--- src/rtl/key_pkg.sv ---
// Shared types and default constants for the multi-channel key debouncer.
package key_pkg;

  typedef enum logic [1:0] {
    IDLE  = 2'd0,
    PRESS = 2'd1,
    HELD  = 2'd2
  } chan_state_e;

  localparam int CLK_HZ         = 200_000_000;
  localparam int DEF_SCAN_DIV   = 4_000_000;
  localparam int DEF_LONG_TICKS = 50;

endpackage

--- src/rtl/key_chan.sv ---
// One key channel: synchronizer, tick sampler, two-sample debounce, press FSM and LED driver.
module key_chan
  import key_pkg::*;
#(
  parameter int LONG_TICKS = DEF_LONG_TICKS,
  parameter int ACTIVE_LOW = 1
) (
  input  logic sys_clk_ibufg,
  input  logic rst_n,
  input  logic tick,
  input  logic key_raw,
  input  logic mode,
  output logic key_state,
  output logic press_pulse,
  output logic release_pulse,
  output logic long_pulse,
  output logic led_out
);

  localparam int CW = $clog2(LONG_TICKS + 1);
  localparam logic [CW-1:0] CNT_LAST = CW'(LONG_TICKS - 1);
  localparam logic [CW-1:0] CNT_MAX  = CW'(LONG_TICKS);

  logic          sync1, sync2, level, sample;
  logic          rise, fall;
  chan_state_e   state, state_nx;
  logic [CW-1:0] hold_cnt, hold_cnt_nx;
  logic          key_state_nx, press_nx, release_nx, long_nx, led_nx;

  assign level = (ACTIVE_LOW != 0) ? ~sync2 : sync2;

  // A change is accepted only when two consecutive tick samples agree.
  assign rise = tick && (level == sample) && level && !key_state;
  assign fall = tick && (level == sample) && !level && key_state;

  always_ff @(posedge sys_clk_ibufg or negedge rst_n) begin
    if (!rst_n) begin
      sync1         <= 1'b0;
      sync2         <= 1'b0;
      sample        <= 1'b0;
      state         <= IDLE;
      hold_cnt      <= '0;
      key_state     <= 1'b0;
      press_pulse   <= 1'b0;
      release_pulse <= 1'b0;
      long_pulse    <= 1'b0;
      led_out       <= 1'b1;
    end else begin
      sync1         <= key_raw;
      sync2         <= sync1;
      if (tick) sample <= level;
      state         <= state_nx;
      hold_cnt      <= hold_cnt_nx;
      key_state     <= key_state_nx;
      press_pulse   <= press_nx;
      release_pulse <= release_nx;
      long_pulse    <= long_nx;
      led_out       <= led_nx;
    end
  end

  always_comb begin
    state_nx     = state;
    hold_cnt_nx  = hold_cnt;
    key_state_nx = key_state;
    press_nx     = 1'b0;
    release_nx   = 1'b0;
    long_nx      = 1'b0;
    if (rise) key_state_nx = 1'b1;
    if (fall) key_state_nx = 1'b0;
    case (state)
      IDLE: begin
        if (rise) begin
          state_nx    = PRESS;
          hold_cnt_nx = '0;
          press_nx    = 1'b1;
        end
      end
      PRESS: begin
        if (fall) begin
          state_nx   = IDLE;
          release_nx = 1'b1;
        end else if (tick) begin
          if (hold_cnt != CNT_MAX) hold_cnt_nx = hold_cnt + 1'b1;
          if (hold_cnt == CNT_LAST) begin
            state_nx = HELD;
            long_nx  = 1'b1;
          end
        end
      end
      HELD: begin
        if (fall) begin
          state_nx   = IDLE;
          release_nx = 1'b1;
        end
      end
      default: state_nx = IDLE;
    endcase
    // Long press restores the LED to off even if a toggle lands in the same cycle.
    if (mode)             led_nx = ~key_state;
    else if (long_pulse)  led_nx = 1'b1;
    else if (press_pulse) led_nx = ~led_out;
    else                  led_nx = led_out;
  end

endmodule

--- src/rtl/key_debounce_multi.sv ---
// N-channel key debouncer with a shared scan prescaler and per-key press/release/long events.
module key_debounce_multi
  import key_pkg::*;
#(
  parameter int N_KEYS     = 4,
  parameter int SCAN_DIV   = DEF_SCAN_DIV,
  parameter int LONG_TICKS = DEF_LONG_TICKS,
  parameter int ACTIVE_LOW = 1
) (
  input  logic              sys_clk_ibufg,
  input  logic              rst_n,
  input  logic [N_KEYS-1:0] key_in,
  input  logic [N_KEYS-1:0] led_mode,
  output logic [N_KEYS-1:0] key_state,
  output logic [N_KEYS-1:0] press_pulse,
  output logic [N_KEYS-1:0] release_pulse,
  output logic [N_KEYS-1:0] long_pulse,
  output logic [N_KEYS-1:0] led_out
);

  localparam int PW = $clog2(SCAN_DIV);
  localparam logic [PW-1:0] PRE_LAST = PW'(SCAN_DIV - 1);

  logic [PW-1:0] pre_cnt;
  logic          tick;

  assign tick = (pre_cnt == PRE_LAST);

  always_ff @(posedge sys_clk_ibufg or negedge rst_n) begin
    if (!rst_n) pre_cnt <= '0;
    else        pre_cnt <= tick ? '0 : pre_cnt + 1'b1;
  end

  for (genvar i = 0; i < N_KEYS; i++) begin : g_chan
    key_chan #(
      .LONG_TICKS (LONG_TICKS),
      .ACTIVE_LOW (ACTIVE_LOW)
    ) u_chan (
      .sys_clk_ibufg (sys_clk_ibufg),
      .rst_n         (rst_n),
      .tick          (tick),
      .key_raw       (key_in[i]),
      .mode          (led_mode[i]),
      .key_state     (key_state[i]),
      .press_pulse   (press_pulse[i]),
      .release_pulse (release_pulse[i]),
      .long_pulse    (long_pulse[i]),
      .led_out       (led_out[i])
    );
  end

endmodule
--- config.mk ---
export PLATFORM = sky130hd
export DESIGN_NAME = key_debounce_multi
export DESIGN_NICKNAME = d
export VERILOG_FILES = /design/src/rtl/key_pkg.sv /design/src/rtl/key_chan.sv /design/src/rtl/key_debounce_multi.sv
export SDC_FILE = /design/constraint.sdc
export NUM_CORES = 1
export LEC_CHECK = 0
export ABC_AREA = 1
export BUFFER_PORTS_ARGS = -buffer_cell sky130_fd_sc_hd__buf_4
export CORE_UTILIZATION = 50
export DETAILED_ROUTE_END_ITERATION = 6
export GPL_TIMING_DRIVEN = 0
export PLACE_DENSITY = 0.7
export SYNTH_ARGS = -nofsm -noshare
export SYNTH_HDL_FRONTEND = slang
export SYNTH_SLANG_ARGS = --single-unit
--- constraint.sdc ---
create_clock -name sys_clk_ibufg -period 1.6 [get_ports sys_clk_ibufg]
set_input_delay 0.08 -clock sys_clk_ibufg [delete_from_list [all_inputs] [get_ports sys_clk_ibufg]]
set_output_delay 0.08 -clock sys_clk_ibufg [all_outputs]
set_load 0.05 [all_outputs]
**After elaboration in Yosys (flattened, before gate mapping)**

Index checks and enable logic that the tools add are counted.
W data, S select, Z words.

- Reduce and logical (&&, ||, !) cells: 52
- Add/subtract/negate cells: 5
- Bitwise gates (word level): 12
- Mux-type cells: 97
- Eq/ne operators: 49

Operators with widths:

| kind | count |
|---|---|
| $mux W6 | 16 |
| $mux W1 | 52 |
| $pmux W6 S2 | 4 |
| $mux W2 | 20 |
| $ne A2 B1 Y1 const B | 14 |
| $add A6 B1 Y6 const B | 4 |
| $eq A6 B6 Y1 const B | 4 |
| $ne A6 B6 Y1 const B | 4 |
| $pmux W2 S3 | 4 |
| $add A22 B1 Y22 const B | 1 |
| $eq A22 B22 Y1 const B | 1 |
| $mux W22 | 1 |
| $logic_and A1 B1 Y1 | 20 |
| $reduce_and A5 Y1 | 4 |
| $ne A3 B1 Y1 const B | 6 |
| $reduce_and A4 Y1 | 4 |
| $reduce_bool A2 Y1 | 8 |
| $ne A2 B2 Y1 const B | 6 |
| $not A1 Y1 | 12 |
| $reduce_bool A3 Y1 | 4 |
| $eq A2 B1 Y1 const B | 4 |
| $eq A2 B2 Y1 const B | 4 |
| $logic_not A2 Y1 | 4 |
| $reduce_or A2 Y1 | 4 |
| other kinds (3) | 10 |

- Word-level logic and storage cells: 256
- Output and inout bits: 20
- Register bits: 86

**Longest topological paths before layout**

Gate-level depths: netlist of the first run.

- Depth after elaboration: 7
- Mapped depth: 14

**By module**

Synthesis of the first run repeated with hierarchy kept, for this count alone.

- Cell total of the unflattened synthesis: 625
- Area total of the unflattened synthesis: 4,889.7 µm²

Modules (own cells, without submodules):

| module | times used | cells an instance | sequential area each (µm²) | area an instance (µm²) |
|---|---|---|---|---|
| key_chan | 4 | 113 | 401.6 | 898.4 |
| key_debounce_multi | 1 | 173 | 550.5 | 1,296.2 |

**Worst setup path after synthesis of the first run**

Ideal clock, no wire load.

- Path type: flip-flop to flip-flop
- Start: register pre_cnt[0]
- End: register g_chan[1].u_chan.hold_cnt[4]
- Data required time: 1.478 ns
- Library setup time: 0.122 ns
- Setup slack: -0.084 ns
- Path buffers: 1
- Cell stages (with the launch flop): 12
- Data arrival time: 1.562 ns
- Cells stage by stage: dfrtp_1 -> ha_1 -> nand2_1 -> inv_2 -> nand2_2 -> nor2_4 -> buf_6 -> nand4_1 -> nor2_4 -> nor2_4 -> nor2_1 -> nor2_1

- Cells in the longest elaborated chain, start to end: 6
- Elaborated cells between the ends (all ways): 10
- Those cells by class: 4 x eq/ne; 6 x reduce/logical

Ends and longest elaborated chain:

| item | RTL line | RTL |
|---|---|---|
| start, declared | key_debounce_multi.sv:24 | `logic [PW-1:0] pre_cnt;` |
| start signal, assigned | key_debounce_multi.sv:31 | `else pre_cnt <= tick ? '0 : pre_cnt + 1'b1;` |
| $eq A22 B22 Y1 (*) | key_debounce_multi.sv:27 | `assign tick = (pre_cnt == PRE_LAST);` |
| $logic_and A1 B1 Y1 | key_chan.sv:33, key_chan.sv:34 |  |
| $logic_and A1 B1 Y1 (on tied branches) (2 in series) | key_chan.sv:34, key_chan.sv:33 |  |
| $ne A2 B2 Y1 (no line) or $ne A2 B1 Y1 (tied branches) | - |  |
| $reduce_and A5 Y1 (no line) (*) | - |  |
| end signal, assigned | key_chan.sv:53 | `hold_cnt <= hold_cnt_nx;` |
| end, declared | key_chan.sv:27 | `logic [CW-1:0] hold_cnt, hold_cnt_nx;` |

Every way passes the cells marked *; elsewhere a longest branch is shown, timed or not.
A chain may end at the register's enable or synchronous reset.

**Worst setup path after layout of the first run**

- Start: register pre_cnt[8]
- End: register g_chan[1].u_chan.hold_cnt[4]

The elaborated chain is that of the path after synthesis.

==> results of run 1 <==
-- logic make-up after synthesis --
group | after synthesis | synth area share
adders and majority gates | 25 | 0.0627
and+or+nand+nor | 346 | 0.330
AOI/OAI and AO/OA | 37 | 0.0432
buffers and inverters | 115 | 0.105
xor gates and xnor gates | 15 | 0.0263
DFF | 86 | 0.433
-- metal layers --
metal | wire length (µm) | vias up | track usage
li1 | - | 2147 | -
met1 | 4780 | 2038 | 0.274
met5 | 0 | - | 0
met4 | 167 | 0 | 0.0747
met2 | 5520 | 85 | 0.399
met3 | 362 | 15 | 0.0335
-- cells in the mapped netlist (5+ instances only) --
library cell,count
xor2_1,13
a21oi_1,17
ha_1,25
inv_1,86
o21a_1,5
nor4_1,5
nor2_1,75
nand2_2,13
nor3_1,23
nand3_1,48
nor2_4,6
nand2_1,136
o21ai_0,9
inv_2,5
nand4_1,21
dfrtp_1,82
buf_4,20
-- worst max-delay path: stages (launching register included) --
cell and delay, ns:
dfrtp_2 0.46, nor2_1 0.19, nand3_4 0.14, nor2_4 0.19, buf_6 0.13, nand3_1 0.07
nand2_2 0.11, nand3_4 0.14, nor2_4 0.21, nor2_1 0.06, nor2_1 0.10
-- per-stage QoR --
| step | hold slack, ns | utilization | instances | setup WS [ns] | setup TNS [ns] |
|---|---|---|---|---|---|
| final | 0.356 | 0.644 | 844 | -0.272 | -10.76 |
| after global routing | 0.357 | 0.644 | 844 | -0.414 | -20.47 |
| after CTS | 0.356 | 0.628 | 836 | -0.255 | -10.29 |
| after detailed placement | 0.192 | 0.554 | 786 | -0.311 | -10.62 |
| after global placement | 0.190 | 0.554 | 786 | -0.299 | -9.85 |
| after floorplan | -0.216 | - | 624 | -0.0729 | -0.392 |
-- path summary, 6_finish.rpt --
check / start / endpoint / slack [ns] / depth (start not counted)
worst max-delay path: pre_cnt[8] / g_chan[1].u_chan.hold_cnt[4] / -0.27 / 10
worst min-delay path: g_chan[0].u_chan.sync1 / g_chan[0].u_chan.sync2 / 0.36 / 0
worst max register to register: pre_cnt[8] / g_chan[1].u_chan.hold_cnt[4] / -0.27 / 10
worst min register to register: g_chan[0].u_chan.sync1 / g_chan[0].u_chan.sync2 / 0.36 / 0
max in group asynchronous: rst_n / pre_cnt[8] / 0.38 / 2
min in group asynchronous: rst_n / g_chan[0].u_chan.hold_cnt[3] / 0.44 / 2
-- power by group --
group	switching [W]	internal, W
sequential	0.00000334	0.00218
clock	0.000845	0.000792
combinational	0.0000539	0.0000298
total	0.000902	0.00300
-- cell type report --
cell class	count	area (µm²)	area share
Buffer	24	208	0.0331
Clock buffer	10	138	0.0220
Clock inverter	6	75.1	0.0120
Inverter	91	342	0.0545
Multi-Input combinational cell	424	2610	0.416
Sequential cell	86	2160	0.345
Tap cell	133	166	0.0266
Timing Repair Buffer	70	572	0.0912
-- flip-flops by register name (all words and copies together), names as in the netlist --
signal                       cells
g_chan.u_chan.led_out            4
g_chan.u_chan.state              8
g_chan.u_chan.release_pulse      4
pre_cnt                         22
g_chan.u_chan.hold_cnt          24
g_chan.u_chan.long_pulse         4
g_chan.u_chan.sync1              4
g_chan.u_chan.key_state          4
g_chan.u_chan.sync2              4
g_chan.u_chan.sample             4
g_chan.u_chan.press_pulse        4
-- repair_timing --
item,CTS,global route
pin swaps,17,20
hold endpoints to repair,90,0
hold buffers,9,0
setup buffers,23,8
gates resized for setup,59,24
cloned,2,0
setup endpoints to repair,66,70
==> results.md, run 1 <==
- Outcome: finished with violations
- Violated checks: negative setup slack
- Worst Setup End Kind: register
- P_leak: 3.19 nW
- Most frequent cells in the layout: 120 x nand2_1, 84 x inv_1, 80 x dfrtp_1
- Worst slew pin tran: 1.06 ns
- Die height: 102 µm
- Final WL: 10.8 mm
- Syn Area/Cell: 7.99 µm²
- Max Clk Rate: 0.534 GHz
- Top cells by area, synth: dfrtp_1 41%, nand2_1 10%, inv_1 6.5%
- Max-cap violations: 0
- Post-synthesis net count: 659
- Final setup fails: 62
- Max Root-Sink Buffers: 2
- CTS tree: built
- Fin crit share: 1.17
- Wire per inst: 12.8 µm
- Area share of the leading cell type in the synthesized netlist: 0.411
- Clock H-tree levels: 3
- ANT nets after route: 0
- CP Data Required Time: 1.89 ns
- Port bufs: 29
- Synth warn: 0
- Die W: 102 µm
- Post-DP HPWL: 6.85 mm
- EDFF count, synth: 0
- Filler instances: 781
- Largest net degree at the start of global routing: 87
- Worst setup SP type: register
- Layout cells sized above 1: 0.280
- Initial antenna violation count: 0
- Skew final: 0.0111 ns
- Peak supply drop: 410 µV
- Worst skew pair latency: 0.36 ns
- PwrDens: 623 mW/mm²
- DR vias/cell: 5.08
- Worst endpoint data arrival time: 2.16 ns
- First-pass detailed-route iteration total: 5
- Starting DRT DRC Count: 164
- Final Hold Fails: 0
- Post-route setup slack: -0.272 ns
- Die area: 0.0104 mm²
- Syn Std Cell Area: 0.00499 mm²
- Sequential share of the synthesized area: 0.433
- Placeable Area: 0.00973 mm²
- Commonest non-fill, non-tap cell in the layout: nand2_1
- Synth-to-layout area growth: 25.7%
- Clock sinks: 86
- Starting density of the core: 0.513
- Vias in the first global route: 4059
- Overall Power: 0.00391 W
- Final Instance Area: 0.00627 mm²
- CP max FO: 7
- Post-synth top area cell: dfrtp_1
- RSZ-0062 raised after global routing: yes
- Worst hold path type: register to register
- Period minus WS final: 1.87 ns
- Ant. Diodes: 0
- Placed Area: 0.00539 mm²
- Synth cell types: 34
- Max Slew Vio Count: 0
- Clock root cell: clkbuf_8
- Vias: 4285
- Syn Inst Count: 624
- Critical path class: register to register
- Ys flop type: dfrtp_1
- Slew HR: 0.292
- DRC Markers: 0
- Final weighted congestion in routability-driven placement: 0.893
- Asr flop ratio synth: 1.00
- Row Count: 36
- Final Net Count: 741
- GRT Util Overall: 0.222
- Reg clk slew, reported paths: 0.10 ns
- CTS Buf Count: 9
- I/O pin total: 30
- FF+latch count, synth: 86
- Global route total overflow: 0
- Global-route wire length before repair: 18.0 mm
No activity file was read; power rests on OpenSTA's default activity.
==> run 2: changes to the inputs <==
- ABC_AREA: 1 -> unset
- PLACE_DENSITY: 0.7 -> 0.71
- TNS_END_PERCENT: unset -> 10
==> run 2 against run 1 <==
The run still ends with negative setup slack left. Critical path depth decreased by 3. Sequential power about the same. Largest power group unchanged. Highest routed layer unchanged. Final cell count is 24% lower. Power down 3.1%. Clock-buffer cell count rose by 2. Core utilization down 0.52 points.
==> results.md, run 2 <==
- Outcome: finished with violations
- Violated checks: negative setup slack
- Worst hold path type: register to register
- P_leak: 2.50 nW
- Synth cell types: 51
- Most frequent cells in the layout: 81 x dfrtp_1, 63 x buf_4, 46 x nand2_1
- Most instantiated cells after synthesis: 82 x dfrtp_1, 50 x nand2_1, 32 x nor2_1
- CP max stage delay: 0.55 ns
- Count leader, synth: dfrtp_1
- I/O pin total: 30
- Ant. Diodes: 0
- Port bufs: 29
- Dpl cells: 596
- Synth-to-layout area growth: 24.2%
- Die height: 96.5 µm
- Global route total overflow: 0
- TNS Setup: -35.11 ns
- Max Clk Rate: 0.432 GHz
- Final Hold Fails: 0
- Largest Register: g_chan.u_chan.hold_cnt
- Top Registers: g_chan.u_chan.hold_cnt (24), pre_cnt (22), g_chan.u_chan.state (8)
- Starting density of the core: 0.515
- Row Count: 34
- Syn Inst Count: 459
- Post-synth top area cell: dfrtp_1
- Die W: 96.5 µm
- Post-synthesis net count: 494
- Final WL: 9.19 mm
- Worst Setup End Kind: register
- Clock root cell: clkbuf_8
- Clock sinks: 86
- WP depth: 7
- Max-cap violations: 0
- Syn Std Cell Area: 0.00447 mm²
- Starting DRT DRC Count: 168
- Max reg flops: 24
- Skew final: 0.00778 ns
- Largest net degree at the start of global routing: 87
- Reg clk slew, reported paths: 0.09 ns
- Area share of the leading cell type in the synthesized netlist: 0.460
- Vias in the first global route: 3243
- R2R setup slack: -0.72 ns
- Post-DP HPWL: 5.73 mm
- Final setup fails: 67
- CTS tree: built
- Top cells by area, synth: dfrtp_1 46%, ha_1 7.0%, nand2_1 4.2%
- Ys flop type: dfrtp_1
- FF+latch count, synth: 86
- Slew HR: 0.296
- First-pass detailed-route iteration total: 4
- Placeable Area: 0.00868 mm²
- Cell Int Power: 0.00297 W
- Die area: 0.00931 mm²
- RR Startpoint: pre_cnt[12]
- CP Cell Sequence: or4_4 -> nor4_4 -> buf_6 -> nand2_8 -> a22o_1 -> o21bai_1 -> mux2_2
- Reg-to-reg critical path endpoint: g_chan[1].u_chan.state[0]
- Clock H-tree levels: 3
- Logic pwr share: 0.020
- Flop pwr share: 0.579
- Global-route wire length before repair: 14.7 mm
- Layout cells sized above 1: 0.254
- RSZ-0062 raised after global routing: yes
- DRC Markers: 0
- Vias: 3496
- Commonest non-fill, non-tap cell in the layout: dfrtp_1
- Switching fraction of total power: 0.215
- PwrDens: 683 mW/mm²
- Sequential share of the synthesized area: 0.483
- Wire per inst: 14.4 µm
- Worst endpoint data arrival time: 2.56 ns
- Period minus WS final: 2.32 ns
- Filler instances: 679
- Clock Power Share: 0.401
- Fin cells: 639
- Worst setup path end: g_chan[1].u_chan.state[0]
- Fin crit share: 1.45
- Buffers and inverters on the worst path: 1
- Worst slew pin tran: 1.06 ns
- Final Net Count: 561
- Cell family with most CP delay: simple AND/OR/NAND/NOR gates
- Max Root-Sink Buffers: 2
- CP Data Required Time: 1.84 ns
- Critical Path Start: pre_cnt[12]
- Switching power: 0.000814 W
- Max Slew Vio Count: 0
- CTS Buf Count: 9
- Synth warn: 0
- Final weighted congestion in routability-driven placement: 0.777
- Worst skew pair latency: 0.35 ns
- Initial antenna violation count: 0
- Worst R2R Path Depth: 7
- Critical path class: register to register
- CP max FO: 9
- Asr flop ratio synth: 1.00
- Peak supply drop: 485 µV
- EDFF count, synth: 0
- Post-route setup slack: -0.716 ns
- GRT Util Overall: 0.203
- DR vias/cell: 5.47
- Syn Area/Cell: 9.73 µm²
- Worst setup SP type: register
- ANT nets after route: 0
- Crit-path slowest cell: or4_4
==> run 2: cell count changes after synthesis, moves of 9 or more <==
cell      previous run  this run
nand2_1            136        50
inv_1               86        24
nor2_1              75        32
nand3_1             48        23
o21ai_0              9        30
nand4_1             21         8
nand2_2             13         1
clkbuf_1             0         9
xnor2_1              2        11
==> run 2: through the flow <==
step / utilization / hold WS, ns / worst slack, ns / cell area [µm²] / total power [W]
after floorplan: - / -0.216 / -0.720 / 4480 / 0.00223
after global placement: 0.557 / 0.191 / -1.25 / 4830 / 0.00229
after detailed placement: 0.557 / 0.190 / -1.27 / 4830 / 0.00229
after CTS: 0.620 / 0.358 / -0.681 / 5380 / 0.00381
after global routing: 0.639 / 0.361 / -0.826 / 5550 / 0.00392
final: 0.639 / 0.351 / -0.716 / 5550 / 0.00379
==> run 2: power groups by stage <==
stage                     sequential [W]  clock, W  combinational (W)
final                            0.00219   0.00152          0.0000757
after global routing             0.00219   0.00164          0.0000884
after CTS                        0.00219   0.00155          0.0000784
after detailed placement         0.00223         0          0.0000608
after global placement           0.00223         0          0.0000609
after floorplan                  0.00223         0        0.000000255
==> run 2: cell type report <==
class                   instances  area [µm²]  share of cell area
plain buffers                  29         245              0.0442
clock buffers                  12         145              0.0262
clock inverters                 4        47.5             0.00857
inverters                      24        90.1              0.0162
multi-input cells             319        2250               0.406
flip-flops and latches         86        2160               0.389
well taps                     108         135              0.0244
repair buffers                 57         473              0.0853
==> run 2: how the worst min path moves through the flow <==
stage	depth (start not counted)	endpoint	from
2_1_floorplan	0	g_chan[0].u_chan.hold_cnt[0]	rst_n
4_1_cts	0	g_chan[3].u_chan.sync2	g_chan[3].u_chan.sync1
3_3_place_gp	1	g_chan[0].u_chan.sync1	key_in[0]
6_report	0	g_chan[0].u_chan.sync2	g_chan[0].u_chan.sync1
3_5_place_dp	1	g_chan[3].u_chan.sync1	key_in[3]
5_1_grt	0	g_chan[0].u_chan.sync2	g_chan[0].u_chan.sync1
==> run 2: worst register-to-register path: stages (launching register included) <==
cell,delay (ns)
dfrtp_1,0.41
or4_4,0.55
nor4_4,0.30
buf_6,0.18
nand2_8,0.09
a22o_1,0.24
o21bai_1,0.16
mux2_2,0.27
==> run 2: repair_timing <==
action / CTS / global route
hold endpoints to repair: 90 / 0
hold buffers: 9 / 0
resized for setup: 45 / 34
endpoints found under the setup margin: 70 / 68
setup buffers: 13 / 6
pin swaps: 8 / 8
==> run 2: cell families after synthesis <==
group,share of synthesized area
flops,0.483
compound gates,0.128
xor+xnor,0.0412
fa+ha+maj,0.0700
simple gates,0.201
buf+inv,0.0625
mux,0.0140
==> run 2: routing by layer <==
metal,wire length [µm],share of wire,up-vias,GRT usage
li1,-,-,1722,-
met1,4120,0.45,1706,0.270
met2,4660,0.51,62,0.341
met3,350,0.038,6,0.0376
met4,55,0.0060,0,0.0576
met5,0,0,-,0
